### src/rtl/mux16_rr_arbiter_pkg.sv
// Shared types and constants for the two-source round-robin 16-bit channel arbiter.
// Holds the state encoding, the source indices and the default datapath widths.
package mux16_rr_arbiter_pkg;

  localparam int DEF_WIDTH = 16;
  localparam int DEF_CNT_W = 8;

  typedef enum logic {
    ST_IDLE = 1'b0,
    ST_HOLD = 1'b1
  } state_t;

  localparam logic SRC0 = 1'b0;
  localparam logic SRC1 = 1'b1;

endpackage

### src/rtl/mux16_rr_arbiter_pick2.sv
// Combinational two-way round-robin pick.
// On a tie the source that did not win last time is chosen. With no requests the pointer is held.
module rr_pick2
  import mux16_rr_arbiter_pkg::*;
(
  input  logic i_valid0,
  input  logic i_valid1,
  input  logic i_last_grant,
  output logic o_grant,
  output logic o_any_valid
);

  always_comb begin
    o_any_valid = i_valid0 | i_valid1;
    o_grant     = i_last_grant;
    if (i_valid0 && !i_valid1) begin
      o_grant = SRC0;
    end else if (!i_valid0 && i_valid1) begin
      o_grant = SRC1;
    end else if (i_valid0 && i_valid1) begin
      o_grant = ~i_last_grant;
    end
  end

endmodule

### src/rtl/mux16_rr_arbiter.sv
// Two requesters share one 16-bit channel through a round-robin 2:1 mux.
// The selected word is captured in a one-entry output stage that supports back-to-back transfers.
module mux16_rr_arbiter
  import mux16_rr_arbiter_pkg::*;
#(
  parameter int WIDTH = DEF_WIDTH,
  parameter int CNT_W = DEF_CNT_W
) (
  input  logic             clk,
  input  logic             rst_n,
  input  logic             req0_valid,
  input  logic [WIDTH-1:0] req0_data,
  output logic             req0_ready,
  input  logic             req1_valid,
  input  logic [WIDTH-1:0] req1_data,
  output logic             req1_ready,
  output logic             out_valid,
  output logic [WIDTH-1:0] out_data,
  output logic             out_src,
  input  logic             out_ready,
  output logic             mux_sel,
  output logic [CNT_W-1:0] cnt0,
  output logic [CNT_W-1:0] cnt1
);

  localparam logic [CNT_W-1:0] CNT_ONE = {{(CNT_W-1){1'b0}}, 1'b1};

  state_t           r_state;
  logic             r_last_grant;
  logic [WIDTH-1:0] r_out_data;
  logic             r_out_src;
  logic [CNT_W-1:0] r_cnt0;
  logic [CNT_W-1:0] r_cnt1;

  logic             w_grant;
  logic             w_any_valid;
  logic             w_can_load;
  logic             w_xfer;
  logic [WIDTH-1:0] w_mux_data;

  rr_pick2 u_pick (
    .i_valid0     (req0_valid),
    .i_valid1     (req1_valid),
    .i_last_grant (r_last_grant),
    .o_grant      (w_grant),
    .o_any_valid  (w_any_valid)
  );

  // Readies are masked while reset is held so no handshake completes during reset.
  assign w_can_load = rst_n && ((r_state == ST_IDLE) || out_ready);
  assign w_xfer     = w_can_load && w_any_valid;
  assign w_mux_data = (w_grant == SRC1) ? req1_data : req0_data;

  assign req0_ready = w_can_load && req0_valid && (w_grant == SRC0);
  assign req1_ready = w_can_load && req1_valid && (w_grant == SRC1);

  assign mux_sel   = w_grant;
  assign out_valid = (r_state == ST_HOLD);
  assign out_data  = r_out_data;
  assign out_src   = r_out_src;
  assign cnt0      = r_cnt0;
  assign cnt1      = r_cnt1;

  always_ff @(posedge clk or negedge rst_n) begin
    if (!rst_n) begin
      r_state      <= ST_IDLE;
      r_last_grant <= SRC1;
      r_out_data   <= '0;
      r_out_src    <= SRC0;
      r_cnt0       <= '0;
      r_cnt1       <= '0;
    end else begin
      case (r_state)
        ST_IDLE: begin
          if (w_xfer) begin
            r_state <= ST_HOLD;
          end
        end
        ST_HOLD: begin
          if (out_ready && !w_xfer) begin
            r_state <= ST_IDLE;
          end
        end
        default: r_state <= ST_IDLE;
      endcase

      if (w_xfer) begin
        r_out_data   <= w_mux_data;
        r_out_src    <= w_grant;
        r_last_grant <= w_grant;
        if (w_grant == SRC0) begin
          r_cnt0 <= r_cnt0 + CNT_ONE;
        end else begin
          r_cnt1 <= r_cnt1 + CNT_ONE;
        end
      end
    end
  end

endmodule

### config.mk
export PLATFORM = sky130hd
export DESIGN_NAME = mux16_rr_arbiter
export DESIGN_NICKNAME = d
export VERILOG_FILES = /design/src/rtl/mux16_rr_arbiter_pkg.sv /design/src/rtl/mux16_rr_arbiter_pick2.sv /design/src/rtl/mux16_rr_arbiter.sv
export SDC_FILE = /design/constraint.sdc
export NUM_CORES = 1
export LEC_CHECK = 0
export ABC_AREA = 1
export ABC_CLOCK_PERIOD_IN_PS = 1500
export CAP_MARGIN = 15
export CORE_MARGIN = 2
export CORE_UTILIZATION = 44
export CTS_CLUSTER_SIZE = 12
export DETAILED_ROUTE_END_ITERATION = 6
export GPL_TIMING_DRIVEN = 0
export HOLD_SLACK_MARGIN = 0.06
export PLACE_DENSITY = 0.8
export SETUP_SLACK_MARGIN = 0.5
export SLEW_MARGIN = 20
export SYNTH_ARGS = -nofsm -noshare
export SYNTH_HDL_FRONTEND = slang
export SYNTH_SLANG_ARGS = --single-unit
### constraint.sdc
create_clock -name clk -period 1.5 [get_ports clk]
set_clock_uncertainty 0.05 [all_clocks]
set_input_delay 0.15 -clock clk [delete_from_list [all_inputs] [get_ports clk]]
set_output_delay 0.15 -clock clk [all_outputs]
set_load 0.05 [all_outputs]
**Yosys cells after proc, flatten, opt, wreduce, memory -nomap -nowiden**

Index checks and enable logic that the tools add are counted.

- Bits in registers: 35
- Input bits: 37

- Add/sub/neg operators: 2
- Multiplexer cells: 7
- Bitwise logic cells: 4
- Reduce and logical (&&, ||, !) cells: 16

Operator list:

| kind | number |
|---|---|
| 8-bit by 1-bit adder with 8-bit output, second input constant | 2 |
| 16-bit two-way mux | 1 |
| 1-bit logical AND | 10 |
| 1-bit two-way mux | 5 |
| 2-bit AND reduction | 2 |
| 1-bit zero test | 3 |
| 1-bit inverter | 3 |
| 1-bit one-hot mux with 2 select lines | 1 |
| 1-bit logical OR | 1 |
| 1-bit OR | 1 |

**Logic depth before layout (Yosys ltp)**

- Word-level depth: 8
- Gate-level depth with buffers: 8
- Gate-level depth less buffers: 7

**Cells and area by module**

Synthesis repeated with hierarchy kept, for this count alone.

- Cell total of the unflattened synthesis: 212
- Area, all modules: 1705.4 um^2

By module, submodules not included:

| module | instances | cells each | area each (um^2) | sequential area each (um^2) |
|---|---|---|---|---|
| mux16_rr_arbiter | 1 | 206 | 1680.4 | 877.1 |
| rr_pick2 | 1 | 6 | 25.0 | 0.0 |

**Least setup slack after synthesis**

Ideal clock, no wire load.

- Kind: reg2reg
- From: register r_state, in the netlist out_valid
- To: register r_cnt0[2], in the netlist cnt0[2]
- Library setup time: 0.067 ns
- Data arrival time: 1.545 ns
- Data required time: 1.383 ns
- Slack: -0.161 ns
- Stages on the path, launching flop included: 6
- Buffers on the path: 0
- Cells stage by stage: dfrtp_1 a21oi_4 nand2_2 nor2_4 nand2_1 nand2_1

- Word-level cells in the longest chain between the ends: 5

RTL lines:

| what | RTL line | source |
|---|---|---|
| from (decl) | mux16_rr_arbiter.sv:28 | `state_t r_state;` |
| from (signal assigned) | mux16_rr_arbiter.sv:66 | `r_state <= ST_IDLE;` |
| from (signal assigned) | mux16_rr_arbiter.sv:76 | `r_state <= ST_HOLD;` |
| from (signal assigned) | mux16_rr_arbiter.sv:81 | `r_state <= ST_IDLE;` |
| 1-bit inverter | mux16_rr_arbiter.sv:50 | `assign w_can_load = rst_n && ((r_state == ST_IDLE) \|\| out_ready);` |
| 1-bit logical OR | mux16_rr_arbiter.sv:50 |  |
| 1-bit logical AND | mux16_rr_arbiter.sv:50 |  |
| 1-bit logical AND | mux16_rr_arbiter.sv:51 | `assign w_xfer = w_can_load && w_any_valid;` |
| 2-bit AND reduction (no line) | n/a |  |
| to (signal assigned) | mux16_rr_arbiter.sv:92 | `r_cnt0 <= r_cnt0 + CNT_ONE;` |
| to (decl) | mux16_rr_arbiter.sv:32 | `logic [CNT_W-1:0] r_cnt0;` |

No other way between the ends.
A chain may end at the register's enable or synchronous reset.

**Worst setup path after layout**

- From: register r_last_grant
- To: output req1_ready

- Word-level cells in the longest chain between the ends: 5

RTL lines:

| what | RTL line | source |
|---|---|---|
| from (decl) | mux16_rr_arbiter.sv:29 | `logic r_last_grant;` |
| from (signal assigned) | mux16_rr_arbiter.sv:90 | `r_last_grant <= w_grant;` |
| 1-bit inverter | mux16_rr_arbiter_pick2.sv:21 | `o_grant = ~i_last_grant;` |
| 1-bit two-way mux (*) | mux16_rr_arbiter_pick2.sv:20 | `end else if (i_valid0 && i_valid1) begin` |
| 1-bit two-way mux (*) | mux16_rr_arbiter_pick2.sv:18 | `end else if (!i_valid0 && i_valid1) begin` |
| 1-bit two-way mux (*) | mux16_rr_arbiter_pick2.sv:16 | `if (i_valid0 && !i_valid1) begin` |
| 1-bit logical AND (*) | mux16_rr_arbiter.sv:55 | `assign req1_ready = w_can_load && req1_valid && (w_grant == SRC1);` |
| to (decl) | mux16_rr_arbiter.sv:16 | `output logic req1_ready,` |

Every way passes the cells marked *; elsewhere a longest branch is shown, timed or not.

==> impl_summary.txt <==
----------------------------------------------------
[Finish]
  Number of antenna diodes ... 0
  Fraction of layout cells with a size suffix above 1 ... about two fifths
  Post-Layout Cell Count ... roughly 450
  Multi-input gate area ... around 1100 µm²
  Area Growth Syn to Fin ... 82.5%
  Post-layout nets ... approximately 430
  Post-route cell area ... 3550 µm²
  Total area of sequential cells ... around 900 µm²
  Fill cells ... between 200 and 300

[Min path]
  Hold/Removal Path Class ... in2async

[Worst setup path]
  Setup slack of the most critical reg-to-reg path ... -0.09 ns
  Arrival time at the worst endpoint ... ~1.4 ns
  CP required ... between 1 and 1.5 ns
  Startpoint-to-endpoint class of the critical path ... reg2out
  Number of cell instances on the worst register-to-register path ... 8
  Endpoint of the worst register-to-register path ... cnt1[1]
  Kind of end point of the critical path ... primary output
  Worst Setup Start Kind ... flip-flop
  Max Fanout on Critical Path ... 5
  Startpoint of the worst-slack reg-to-reg timing path ... r_last_grant

[Die]
  Die height ... 70.5 µm
  Initial Utilization ... around 45%
  Die footprint ... approximately 5000 µm²
  Number of top-level design ports ... 74
  Number of standard-cell rows in the floorplan ... 24
  Core box area ... 4290 µm²
  Die outline width ... 70.5 µm

[Yosys]
  Biggest area consumer among synthesized cells ... sky130_fd_sc_hd__dfrtp_1
  Leading cell types by total area after synthesis ... sky130_fd_sc_hd__dfrtp_1 44%, sky130_fd_sc_hd__nand2_1 29%, sky130_fd_sc_hd__nand3_1 6.4%
  Synth unique cells ... 21
  Synthesis-stage register bit count ... 35
  Synthesized net count ... roughly 300
  Synthesized area divided by synthesized cell count ... around 7.3 µm²
  Proportion of synthesized chip area in sequential cells ... between 40% and 50%
  Cell area after technology mapping ... 1950 µm²
  Synth warn ... 0
  Post-synth top area share ... 43.7%
  Synthesized netlist cell count ... between 200 and 300

[Clocking]
  CTS clock-pin slew for the worst setup and hold paths ... about 0.07 ns
  Clk sink count ... 35
  Maximum buffer depth of the clock tree ... 2
  Clock insertion delay at the later pin of the skew report ... approximately 0.29 ns
  CTS tree ... built
  Clock Root Buffer ... sky130_fd_sc_hd__clkbuf_8
  Number of buffers added by the clock tree synthesis step ... 5
  Maximum level of the CTS H-tree ... 2

[Routing]
  Remaining number of nets flagged by the antenna check after routing ... 0
  Total detailed-routing wirelength ... 6280 µm
  Number of design rule violations left after detail routing ... 0
  DR pass1 iterations ... 4
  Via count ... about 2,200
  Wire length per cell after detailed routing ... 14.1 µm
  1st-iter DRT viols ... approximately 200
  Number of vias per cell ... 5.04

[Global routing]
  First-pass GRT wire length ... between 9000 and 10,000 µm
  Global router's overall resource usage ... between 20% and 30%
  Via count of the first global-routing pass ... 2,073
  Antenna violations before repair ... 0
  Maximum number of pins on one net before global-route repair ... 20
  Total gr overflow ... 0

[Pwr]
  Leakage ... roughly 1.8 nW
  Power density over cell area ... approximately 1400 nW/µm²
  Peak supply drop ... between 0.9 and 1 mV

[Timing]
  Max-slew headroom ... between 80% and 90%
  Final setup vio count ... 13
  Fmax achieved ... 0.626 GHz
  Setup repair after global routing missed its margin ... true
  Worst Tran Pin Value ... around 0.28 ns
  Pins Over Slew Limit ... 0
  Part of the cycle the worst path needs ... 106%
  Minimum hold slack ... -0.321 ns
  Fin crit period ... between 1.5 and 2 ns
  Fin. Hold Viols ... 34
  Final WS setup ... -0.0973 ns

[Placed design]
  Cell area after placement ... 2820 µm²
  Buffers on Ports ... 73
  Cell count after placement ... 392
  Final RePlAce weighted congestion ... approximately 0.78
  Placed wire-length estimate after detailed placement ... roughly 3400 µm

[Outcome]
  Status ... complete, but fails checks
  Violations in the final reports ... negative hold slack, negative setup slack

[Run]
  Number of max-cap violations ... 0

----------------------------------------------------
==> placed cells by master (no fill, tap or decap), drive strengths merged <==
cell type / instances
ha: 2
nor2: 9
inv: 14
o21ai: 10
xor2: 2
a21oi: 2
buf: 93
clkdlybuf4s50: 35
dfstp: 1
dfrtp: 34
clkbuf: 8
xnor2: 4
nand2: 154
nand3: 26
==> cell usage after synthesis (all sizes together) <==
cell,instances
nand2,154
dfrtp,34
nand3,26
inv,14
o21ai,10
nor2,9
buf,8
xnor2,4
a21oi,2
ha,2
xor2,2
dfstp,1
==> final cells by class <==
| type | count | area share, % |
|---|---|---|
| timing repair buffer | 120 | 36.3 |
| clock buffer | 8 | 2.25 |
| tap | 52 | 1.83 |
| multi-input combinational | 209 | 29.9 |
| buffer | 8 | 2.89 |
| inverter | 14 | 1.69 |
| sequential | 35 | 25.1 |
==> repair_timing <==
action                     CTS  global route
hold endpoints to repair    34            34
gates resized for setup    306            26
pin swaps                   27            12
gates cloned                 2             1
setup endpoints to repair   72            72
buffers inserted            27            16
==> state kept, by name, summed over array words and instances, names as in the netlist <==
name,cells
cnt1,8
out_data,16
out_valid,1
cnt0,8
out_src,1
r_last_grant,1
==> kinds of logic after synthesis <==
family          count (synthesis)  share of synthesized area [%]
simple gates                  189                           40.9
flops                          35                           45.1
buf+inv                        22                           6.04
fa+ha+maj                       2                           1.29
compound gates                 12                           4.05
xor+xnor                        6                           2.70
==> where the power goes <==
part           switching (mW)  internal, mW  total (mW)
combinational            1.50          1.22        2.72
sequential              0.303          1.18        1.48
clock                   0.357         0.331       0.688
total                    2.16          2.73        4.89
==> worst max-delay path by stage <==
stage,startpoint,to,cells past startpoint
6_report,r_last_grant,req1_ready,6
5_1_grt,r_last_grant,req1_ready,6
3_5_place_dp,rst_n,req0_ready,7
3_3_place_gp,rst_n,req0_ready,6
4_1_cts,r_last_grant,req0_ready,5
2_1_floorplan,out_valid,cnt0[0],5
==> metal layers <==
metal	global-route usage (%)	wire length, µm
met1	28.8	2380
met5	0	0
met3	5.92	412
met2	42.6	3430
met4	5.13	57
==> through the flow <==
stage | util [%] | setup slack, ns | setup TNS [ns] | power (mW) | hold slack [ns]
CTS | 77.7 | -0.0724 | -0.184 | 4.64 | -0.317
global route | 82.7 | -0.133 | -1.68 | 5.13 | -0.306
detailed placement | 65.8 | -1.04 | -9.75 | 3.48 | 0.0772
finish | 82.7 | -0.0973 | -0.860 | 4.89 | -0.321
global placement | 65.2 | -2.26 | -75.64 | 3.44 | 0.405
floorplan | - | -0.0247 | -0.170 | 2.76 | -0.196
==> critical path, cell delays in order, from the launching register on <==
cell and delay, ns:
sky130_fd_sc_hd__dfstp_2 0.57, sky130_fd_sc_hd__inv_2 0.06, sky130_fd_sc_hd__nand2_4 0.08, sky130_fd_sc_hd__nand2_8 0.09
sky130_fd_sc_hd__nand3_4 0.13, sky130_fd_sc_hd__inv_8 0.04, sky130_fd_sc_hd__buf_8 0.14
No activity file was read; power rests on OpenSTA's default activity.
